## src/rtl/demux_dispatch_ctrl_if.sv

```systemverilog
// Handshake bundle between the dispatch controller, its single producer and its two consumers.
// master = controller side, slave = producer/consumer side.
interface demux_dispatch_ctrl_if #(
  parameter int DW = 8
);
  logic [DW-1:0] in_data;
  logic          in_dest;
  logic          in_valid;
  logic          in_ready;
  logic [DW-1:0] y1_data;
  logic          y1_valid;
  logic          y1_ready;
  logic [DW-1:0] y2_data;
  logic          y2_valid;
  logic          y2_ready;
  logic          sel;
  logic          busy;

  modport master (
    input  in_data, in_dest, in_valid, y1_ready, y2_ready,
    output in_ready, y1_data, y1_valid, y2_data, y2_valid, sel, busy
  );

  modport slave (
    output in_data, in_dest, in_valid, y1_ready, y2_ready,
    input  in_ready, y1_data, y1_valid, y2_data, y2_valid, sel, busy
  );
endinterface

```

## src/rtl/demux_dispatch_ctrl.sv

```systemverilog
// One-word buffered 1:2 dispatch controller with round-robin or directed steering.
// Define DEMUX_DISPATCH_CNT_EN to add saturating per-channel delivery counters cnt1/cnt2.
//
// state | meaning
// IDLE  | buffer empty, accepting a word unless flushing
// SEND  | buffer holds a word, presented on the channel selected by target_q
module demux_dispatch_ctrl #(
  parameter int DW    = 8,
  parameter int CNT_W = 8
) (
  input  logic                   clk,
  input  logic                   rst_n,
  input  logic                   mode,
  input  logic                   flush,
  demux_dispatch_ctrl_if.master  bus
`ifdef DEMUX_DISPATCH_CNT_EN
  ,
  output logic [CNT_W-1:0]       cnt1,
  output logic [CNT_W-1:0]       cnt2
`endif
);

  typedef enum logic {IDLE = 1'b0, SEND = 1'b1} state_t;

  state_t        state_q, state_d;
  logic [DW-1:0] data_q;
  logic          target_q;
  logic          rr_ptr_q;
  logic          sel_ready;
  logic          ready_c;
  logic          done;
  logic          capture;

  if (CNT_W < 1) begin : g_bad_cnt_w
    $error("CNT_W must be at least 1");
  end

  always_ff @(posedge clk or negedge rst_n) begin
    if (!rst_n) state_q <= IDLE;
    else        state_q <= state_d;
  end

  always_comb begin
    state_d      = state_q;
    ready_c      = 1'b0;
    done         = 1'b0;
    sel_ready    = target_q ? bus.y2_ready : bus.y1_ready;
    bus.y1_valid = 1'b0;
    bus.y2_valid = 1'b0;
    bus.sel      = 1'b0;
    bus.busy     = 1'b0;
    case (state_q)
      IDLE: begin
        ready_c = ~flush;
        if (bus.in_valid && ready_c) state_d = SEND;
      end
      SEND: begin
        bus.busy     = 1'b1;
        bus.sel      = target_q;
        bus.y1_valid = ~target_q;
        bus.y2_valid = target_q;
        done         = sel_ready;
        ready_c      = sel_ready & ~flush;
        if (done && !(bus.in_valid && ready_c)) state_d = IDLE;
      end
      default: state_d = IDLE;
    endcase
    if (flush) state_d = IDLE;
  end

  // in_ready must read low for the whole reset interval, not just after the next edge
  assign bus.in_ready = ready_c & rst_n;
  assign capture      = bus.in_valid & bus.in_ready;
  assign bus.y1_data  = data_q;
  assign bus.y2_data  = data_q;

  always_ff @(posedge clk or negedge rst_n) begin
    if (!rst_n) begin
      data_q   <= '0;
      target_q <= 1'b0;
      rr_ptr_q <= 1'b0;
    end else if (capture) begin
      data_q   <= bus.in_data;
      target_q <= mode ? bus.in_dest : rr_ptr_q;
      if (!mode) rr_ptr_q <= ~rr_ptr_q;
    end
  end

`ifdef DEMUX_DISPATCH_CNT_EN
  // A transfer completing in a flush cycle is still a delivery
  always_ff @(posedge clk or negedge rst_n) begin
    if (!rst_n) begin
      cnt1 <= '0;
      cnt2 <= '0;
    end else if (done) begin
      if (!target_q && cnt1 != '1) cnt1 <= cnt1 + CNT_W'(1);
      if (target_q && cnt2 != '1)  cnt2 <= cnt2 + CNT_W'(1);
    end
  end
`endif

endmodule

```

## src/flat_wrapper.sv

```systemverilog
// flat-port wrapper written by rule: the top's interface ports become plain ports
module demux_dispatch_ctrl_flat 
#(
  parameter int DW    = 8,
  parameter int CNT_W = 8
)
  (clk, rst_n, mode, flush, bus_in_data, bus_in_dest, bus_in_valid, bus_y1_ready, bus_y2_ready, bus_in_ready, bus_y1_data, bus_y1_valid, bus_y2_data, bus_y2_valid, bus_sel, bus_busy);
  demux_dispatch_ctrl_if #(.DW(DW)) bus_i ();
  input  logic clk;
  input  logic rst_n;
  input  logic mode;
  input  logic flush;
  input wire logic [$bits(bus_i.in_data)-1:0] bus_in_data;
  input wire logic [$bits(bus_i.in_dest)-1:0] bus_in_dest;
  input wire logic [$bits(bus_i.in_valid)-1:0] bus_in_valid;
  input wire logic [$bits(bus_i.y1_ready)-1:0] bus_y1_ready;
  input wire logic [$bits(bus_i.y2_ready)-1:0] bus_y2_ready;
  output wire logic [$bits(bus_i.in_ready)-1:0] bus_in_ready;
  output wire logic [$bits(bus_i.y1_data)-1:0] bus_y1_data;
  output wire logic [$bits(bus_i.y1_valid)-1:0] bus_y1_valid;
  output wire logic [$bits(bus_i.y2_data)-1:0] bus_y2_data;
  output wire logic [$bits(bus_i.y2_valid)-1:0] bus_y2_valid;
  output wire logic [$bits(bus_i.sel)-1:0] bus_sel;
  output wire logic [$bits(bus_i.busy)-1:0] bus_busy;
  assign bus_i.in_data = bus_in_data;
  assign bus_i.in_dest = bus_in_dest;
  assign bus_i.in_valid = bus_in_valid;
  assign bus_i.y1_ready = bus_y1_ready;
  assign bus_i.y2_ready = bus_y2_ready;
  assign bus_in_ready = bus_i.in_ready;
  assign bus_y1_data = bus_i.y1_data;
  assign bus_y1_valid = bus_i.y1_valid;
  assign bus_y2_data = bus_i.y2_data;
  assign bus_y2_valid = bus_i.y2_valid;
  assign bus_sel = bus_i.sel;
  assign bus_busy = bus_i.busy;
  demux_dispatch_ctrl #(.DW(DW), .CNT_W(CNT_W)) u_core (.clk(clk), .rst_n(rst_n), .mode(mode), .flush(flush), .bus(bus_i));
endmodule
```

## config.mk

```make
export PLATFORM = sky130hd
export DESIGN_NAME = demux_dispatch_ctrl_flat
export DESIGN_NICKNAME = d
export VERILOG_FILES = /design/src/rtl/demux_dispatch_ctrl_if.sv /design/src/rtl/demux_dispatch_ctrl.sv /design/src/flat_wrapper.sv
export SDC_FILE = /design/constraint.sdc
export NUM_CORES = 1
export LEC_CHECK = 0
export ABC_CLOCK_PERIOD_IN_PS = 1600
export CAP_MARGIN = 20
export CORE_MARGIN = 5
export CORE_UTILIZATION = 30
export DETAILED_ROUTE_END_ITERATION = 10
export PLACE_DENSITY_LB_ADDON = 0.25
export SYNTH_ARGS = -nofsm -noshare
export SYNTH_HDL_FRONTEND = slang
export SYNTH_SLANG_ARGS = --single-unit
```

## constraint.sdc

```tcl
create_clock -name clk -period 1.6 [get_ports clk]
set_input_delay 0.48 -clock clk [delete_from_list [all_inputs] [get_ports clk]]
set_output_delay 0.48 -clock clk [all_outputs]
set_load 0.01 [all_outputs]
```

==> results of run 1 <==
## path summary, 6_finish.rpt
kind,slack [ps],end,start
min in group clk,470,u_core.rr_ptr_q,u_core.rr_ptr_q
hold reg to reg,470,u_core.rr_ptr_q,u_core.rr_ptr_q
max in group asynchronous,1080,u_core.bus.y1_data[6],rst_n
hold / removal,380,u_core.rr_ptr_q,rst_n
setup / recovery,-90,u_core.bus.y1_data[6],bus_in_valid
setup reg to reg,-80,u_core.bus.y1_data[6],u_core.target_q
## cells in the final DEF, fill, tap and decap left out
cell and instances:
a2111oi_4 1, a211oi_4 1, a21oi_1 2, and2_4 1, and2b_2 1, buf_2 1
buf_4 6, buf_6 7, clkbuf_1 1, clkbuf_4 3, clkdlybuf4s50_1 11, dfrtp_1 11
dlygate4sd2_1 21, mux2_2 1, mux2_4 9, mux2i_2 1, nand2_2 1, nand2b_1 1
nor2_1 1, xor2_1 1
## through the flow
stage                     hold WS (ps)  setup TNS [ps]  util, %  area [µm²]  power, mW
after floorplan                  184.4               0        -       543.0     0.6223
after detailed placement         462.8           -6666    53.26       919.6     0.8636
after CTS                        383.7          -544.9    56.96       983.4      1.053
after global placement           458.6           -6655    53.26       919.6     0.8560
final                            378.3          -731.1    58.84        1016      1.063
after global routing             389.1           -1230    58.84        1016      1.138
## worst max-delay path: stages
cell and delay [ps]:
clkdlybuf4s50_1 490, nand2_2 100, a211oi_4 270, buf_6 180, mux2_4 310
## timing repair
| item | 4_1_cts | 5_1_grt |
|---|---|---|
| gates cloned | 0 | 0 |
| setup endpoints to repair | 31 | 14 |
| gates resized for setup | 54 | 5 |
| pin swaps | 2 | 0 |
| buffers inserted | 3 | 0 |
## per-layer routing
metal / GRT usage (%) / vias up
met5: 0 / -
met2: 19.83 / 18
met1: 12.65 / 216
met4: 3.830 / 0
li1: - / 217
met3: 4.558 / 0
## report_power, final
part / switching (mW) / internal (mW) / total, mW / leakage, nW
Clock: 0.0881 / 0.0963 / 0.184 / 0.0150
Sequential: 0.0485 / 0.348 / 0.397 / 0.131
Combinational: 0.182 / 0.301 / 0.482 / 0.337
## registers in the layout, summed over array words and instances (netlist names)
signal,flops
u_core.bus.y1_data,8
u_core.rr_ptr_q,1
u_core.state_q,1
u_core.target_q,1
## cell type report
cell class | count | share of cell area, %
well taps | 25 | 3.079
repair buffers | 46 | 41.63
clock buffers | 4 | 2.586
flip-flops and latches | 11 | 27.09
multi-input cells | 21 | 25.62
## logic make-up (layout without fill, tap and decap cells)
group | after synthesis | count (layout) | synth area share, %
AOI/OAI and AO/OA | 4 | 4 | 7.143
xor gates and xnor gates | 1 | 1 | 1.613
buffers and inverters | 9 | 50 | 12.44
DFF | 11 | 11 | 50.69
muxes | 11 | 11 | 22.58
and+or+nand+nor | 5 | 5 | 5.530
==> flow_metrics.py, run 1 <==
metrics = {
    "placement": {
        "routabilityCongestion": 0.6644,
        "dpl.cell_count": 100,
        "io_buffer_count": 36,
        "dp.final_hpwl_um": 1048,
        "dp_slack_ps": -691.0,
    },
    "layout": {
        "final_cells": 107,
        "fillCellCount": 170,
        "regArea_um2": 275.3,
        "multi_input_area_um2": 260.3,
        "nets": 99,
        "antenna_cells": 0,
        "layout-drive-gt1-share_pct": 40.24,
        "area_growth_pct": 87.10,
    },
    "grt": {
        "grt_start_max_net_pins": 12,
        "antenna_found_initial": 0,
        "grt_overflow": 0,
        "grt_pass1_vias": 530,
        "grt_use_total_pct": 11.48,
        "grt_pass1_wl_um": 2352,
    },
    "pwr": {
        "power_density_nw_per_um2": 1046,
        "vdd_drop_max_uv": 524.1,
        "p_leak_nw": 0.4838,
    },
    "synthesis": {
        "syn_avg_cell_area_um2": 13.24,
        "synthArstFlopShare_pct": 100.0,
        "yosysMostFrequentCell": "dfrtp_1",
        "syn_nets": 57,
        "yosys_warnings": 0,
        "yosys.area.top_type": "dfrtp_1",
        "synth_seq_cells": 11,
        "syn_area_um2": 543.0,
        "synth_top_cell_area_share_pct": 50.69,
        "netlist_instances": 41,
        "synthTopCellsByCount": "dfrtp_1 (11), mux2_2 (10), buf_4 (9)",
        "synth_enable_flop_cells": 0,
        "synth_area_leaders": "dfrtp_1 (51%), mux2_2 (21%), buf_4 (12%)",
        "ys_seq_area_share_pct": 50.69,
        "synth_cell_types": 13,
        "synth_flop_cell": "dfrtp_1",
    },
    "outcome": {
        "status": "finished, violations left",
        "violations": "setup timing",
    },
    "drt": {
        "drt_wl_total_um": 1409,
        "drt-met1-wl_um": 577,
        "drt-initial-drc-count": 1,
        "wl_met2_um": 721,
        "vias_per_cell": 4.215,
        "dr.pass1.iters": 4,
        "antenna_left": 0,
        "vias": 451,
        "topRoutingLayerUsed": "met3",
        "wl_per_cell_um": 13.17,
        "drc": 0,
        "met3_length_um": 110,
    },
    "sta": {
        "fin_crit_ps": 1690,
        "rsz0062_at_grt": "true",
        "finalSetupViolations": 10,
        "finClkSkew_ps": 0.3060,
        "clock.fmax_ghz": 0.5917,
        "worstMarginPinSlew_ps": 259.3,
        "fin_ws_ps": -89.99,
        "hold_viol_final": 0,
        "period_share_pct": 105.6,
        "slew_headroom_pct": 82.72,
        "slew_viol_final": 0,
    },
    "cts": {
        "cts.path.max_buffers": 2,
        "cts_tree": "done",
        "holdBufCountCts": 0,
        "numCtsBuffers": 3,
        "cts_num_sinks": 11,
        "cts_max_level": 1,
        "clk_latency_ps": 260,
        "root_buffer": "clkbuf_4",
        "clk_pin_slew_ps": 70,
    },
    "critical_path": {
        "r2r_cells": 6,
        "worstSetupStartpointType": "primary input",
        "worstSetupPathType": "primary input to flop",
        "crit_fanout": 5,
        "crit_required_ps": 1750,
        "crit_arrival_ps": 1840,
        "end_kind": "flop",
    },
    "run": {
        "maxCapViolations": 0,
    },
    "floorplan": {
        "std_cell_rows": 15,
        "dieArea_um2": 2761,
        "die_w_um": 52.55,
        "initial_utilization_pct": 31.45,
        "ioPinCount": 37,
        "die_h_um": 52.55,
        "coreArea_um2": 1727,
    },
    "min_path": {
        "hold_path_class": "primary input to async pin",
    },
}
(Power assumes the default switching activity.)
==> inputs of run 2 (changes only) <==
Settings changed: CORE_MARGIN 5 to unset.
==> run 2 against run 1 <==
Effect of this change: the flow still finishes with violations (setup timing); sequential power up 1%; sequential share of layout area down 0.87 points; combinational power up 7.9%; cell area up 3.3%; flip-flop and latch count unchanged; register-to-register slack worse by 20 ps; final cell count up 1.9%; power up 3.6%; utilization up 2.6 points; count of clock-buffer cells in the layout unchanged; critical path depth up 1; largest cell class unchanged.
==> flow_metrics.py, run 2 (synthesis gave the netlist of run 1 again) <==
metrics = {
    "sta": {
        "hold_slack_ps": 407.6,
        "rsz0062_at_grt": "true",
        "clock.fmax_ghz": 0.5866,
        "finClkSkew_ps": 0.8240,
        "fin_ws_ps": -104.8,
        "period_share_pct": 106.5,
        "finalSetupViolations": 10,
        "worstMarginPinSlew_ps": 254.4,
        "slew_viol_final": 0,
        "slew_headroom_pct": 83.04,
        "fin_crit_ps": 1705,
        "hold_viol_final": 0,
    },
    "critical_path": {
        "end_kind": "flop",
        "reg2reg_to": "u_core.bus.y1_data[7]",
        "crit_required_ps": 1750,
        "r2r_cells": 6,
        "worstPathCellList": "buf_6, mux2i_4, buf_4, a211oi_4, buf_6, mux2_4",
        "cpPeakStageDelay_ps": 400,
        "worstSetupStartpointType": "flop",
        "crit_arrival_ps": 1850,
        "crit_end": "u_core.bus.y1_data[7]",
        "startpoint": "u_core.target_q",
        "crit_fanout": 5,
        "r2r_start": "u_core.target_q",
        "crit_path_frequent_cell": "buf_6",
        "cp_slowest_cell": "dfrtp_1",
        "r2r_slack_ps": -100,
        "worstSetupPathType": "flop to flop",
    },
    "cts": {
        "numCtsBuffers": 3,
        "cts_num_sinks": 11,
        "clk_latency_ps": 260,
        "cts_tree": "done",
        "cts.path.max_buffers": 2,
        "cts_max_level": 1,
        "clk_pin_slew_ps": 60,
        "root_buffer": "clkbuf_4",
    },
    "placement": {
        "place_area_um2": 912.1,
        "io_buffer_count": 36,
        "dp.final_hpwl_um": 883.7,
        "routabilityCongestion": 0.8086,
        "dp_slack_ps": -697.5,
        "dpl.cell_count": 99,
    },
    "grt": {
        "grt_pass1_vias": 480,
        "grt_pass1_wl_um": 2132,
        "grt_start_max_net_pins": 12,
        "grt_use_total_pct": 14.97,
        "grt_overflow": 0,
        "antenna_found_initial": 0,
    },
    "layout": {
        "layout-drive-gt1-share_pct": 44.05,
        "antenna_cells": 0,
        "final_cells": 109,
        "nets": 101,
        "final_cell_mix": "dlygate4sd2_1 (22), dfrtp_1 (11), clkdlybuf4s50_1 (10)",
        "area_growth_pct": 93.32,
        "largest_register_ff_count": 8,
        "mostFrequentLayoutCell": "dlygate4sd2_1",
        "final_cell_area_um2": 1050,
        "fillCellCount": 130,
    },
    "drt": {
        "antenna_left": 0,
        "drt_wl_total_um": 1295,
        "vias_per_cell": 4.312,
        "wl_per_cell_um": 11.88,
        "drc": 0,
        "dr.pass1.iters": 1,
        "drt-initial-drc-count": 0,
        "vias": 470,
    },
    "floorplan": {
        "die_h_um": 44.55,
        "dieArea_um2": 1984,
        "die_w_um": 44.55,
        "std_cell_rows": 15,
        "initial_utilization_pct": 31.79,
        "coreArea_um2": 1708,
        "ioPinCount": 37,
    },
    "outcome": {
        "status": "finished, violations left",
        "violations": "setup timing",
    },
    "min_path": {
        "hold_path_class": "primary input to async pin",
    },
    "pwr": {
        "vdd_drop_max_uv": 520.2,
        "power_density_nw_per_um2": 1050,
        "p_leak_nw": 0.4966,
        "finalPower_mw": 1.102,
    },
    "run": {
        "maxCapViolations": 0,
    },
}
## run 2: cell count changes in the layout (fill, tap and decap cells not counted), sizes merged
cell	change
buf	+2
dlygate4sd2	+1
clkdlybuf4s50	-1
## run 2: final cells by class
cell class / instances / area, µm² / share of cell area [%]
clock buffer: 4 / 26.28 / 2.503
multi-input combinational: 21 / 280.3 / 26.70
sequential: 11 / 275.3 / 26.22
tap: 25 / 31.28 / 2.980
timing repair buffer: 48 / 436.7 / 41.60
## run 2: stage by stage
stage	util [%]	TNS [ps]
2_1_floorplan	-	0
3_3_place_gp	53.41	-6701
3_5_place_dp	53.41	-6574
4_1_cts	58.53	-361.7
5_1_grt	61.47	-1636
6_report	61.47	-933.4
## run 2: worst min-delay path by stage
stage                                from                    end  slack, ps  cells past startpoint
after floorplan                     rst_n  u_core.bus.y1_data[0]        180                      0
after global placement    u_core.rr_ptr_q        u_core.rr_ptr_q        450                      1
after detailed placement  u_core.rr_ptr_q        u_core.rr_ptr_q        470                      1
after CTS                           rst_n  u_core.bus.y1_data[4]        400                      3
after global routing                rst_n  u_core.bus.y1_data[0]        420                      3
final                               rst_n        u_core.target_q        410                      3
## run 2: worst max-delay path, delay by kind of cell, from the launching register on
family	cells	cell delay, ps
DFF	1	400
muxes	2	470
AOI/OAI and AO/OA	1	250
buffers and inverters	3	460
## run 2: timing repair
| item | 4_1_cts | 5_1_grt |
|---|---|---|
| endpoints found under the setup margin | 31 | 14 |
| pin swaps | 2 | 0 |
| buffers inserted | 6 | 0 |
| cloned | 0 | 0 |
| hold buffers | 0 | 0 |
| resized for setup | 55 | 8 |
## run 2: where the power goes
group | leakage (nW) | internal (mW) | switching (mW)
Clock | 0.0150 | 0.0964 | 0.0842
Combinational | 0.350 | 0.328 | 0.192
Sequential | 0.131 | 0.348 | 0.0529
Total | 0.497 | 0.773 | 0.329
## run 2: routing by layer
layer  GRT usage, %  wire length [µm]  vias up
met2          23.53               652       21
met4          6.667                21        0
li1               -                 -      216
met3          5.306                75        2
met1          18.41               545      231
met5              0                 0        -
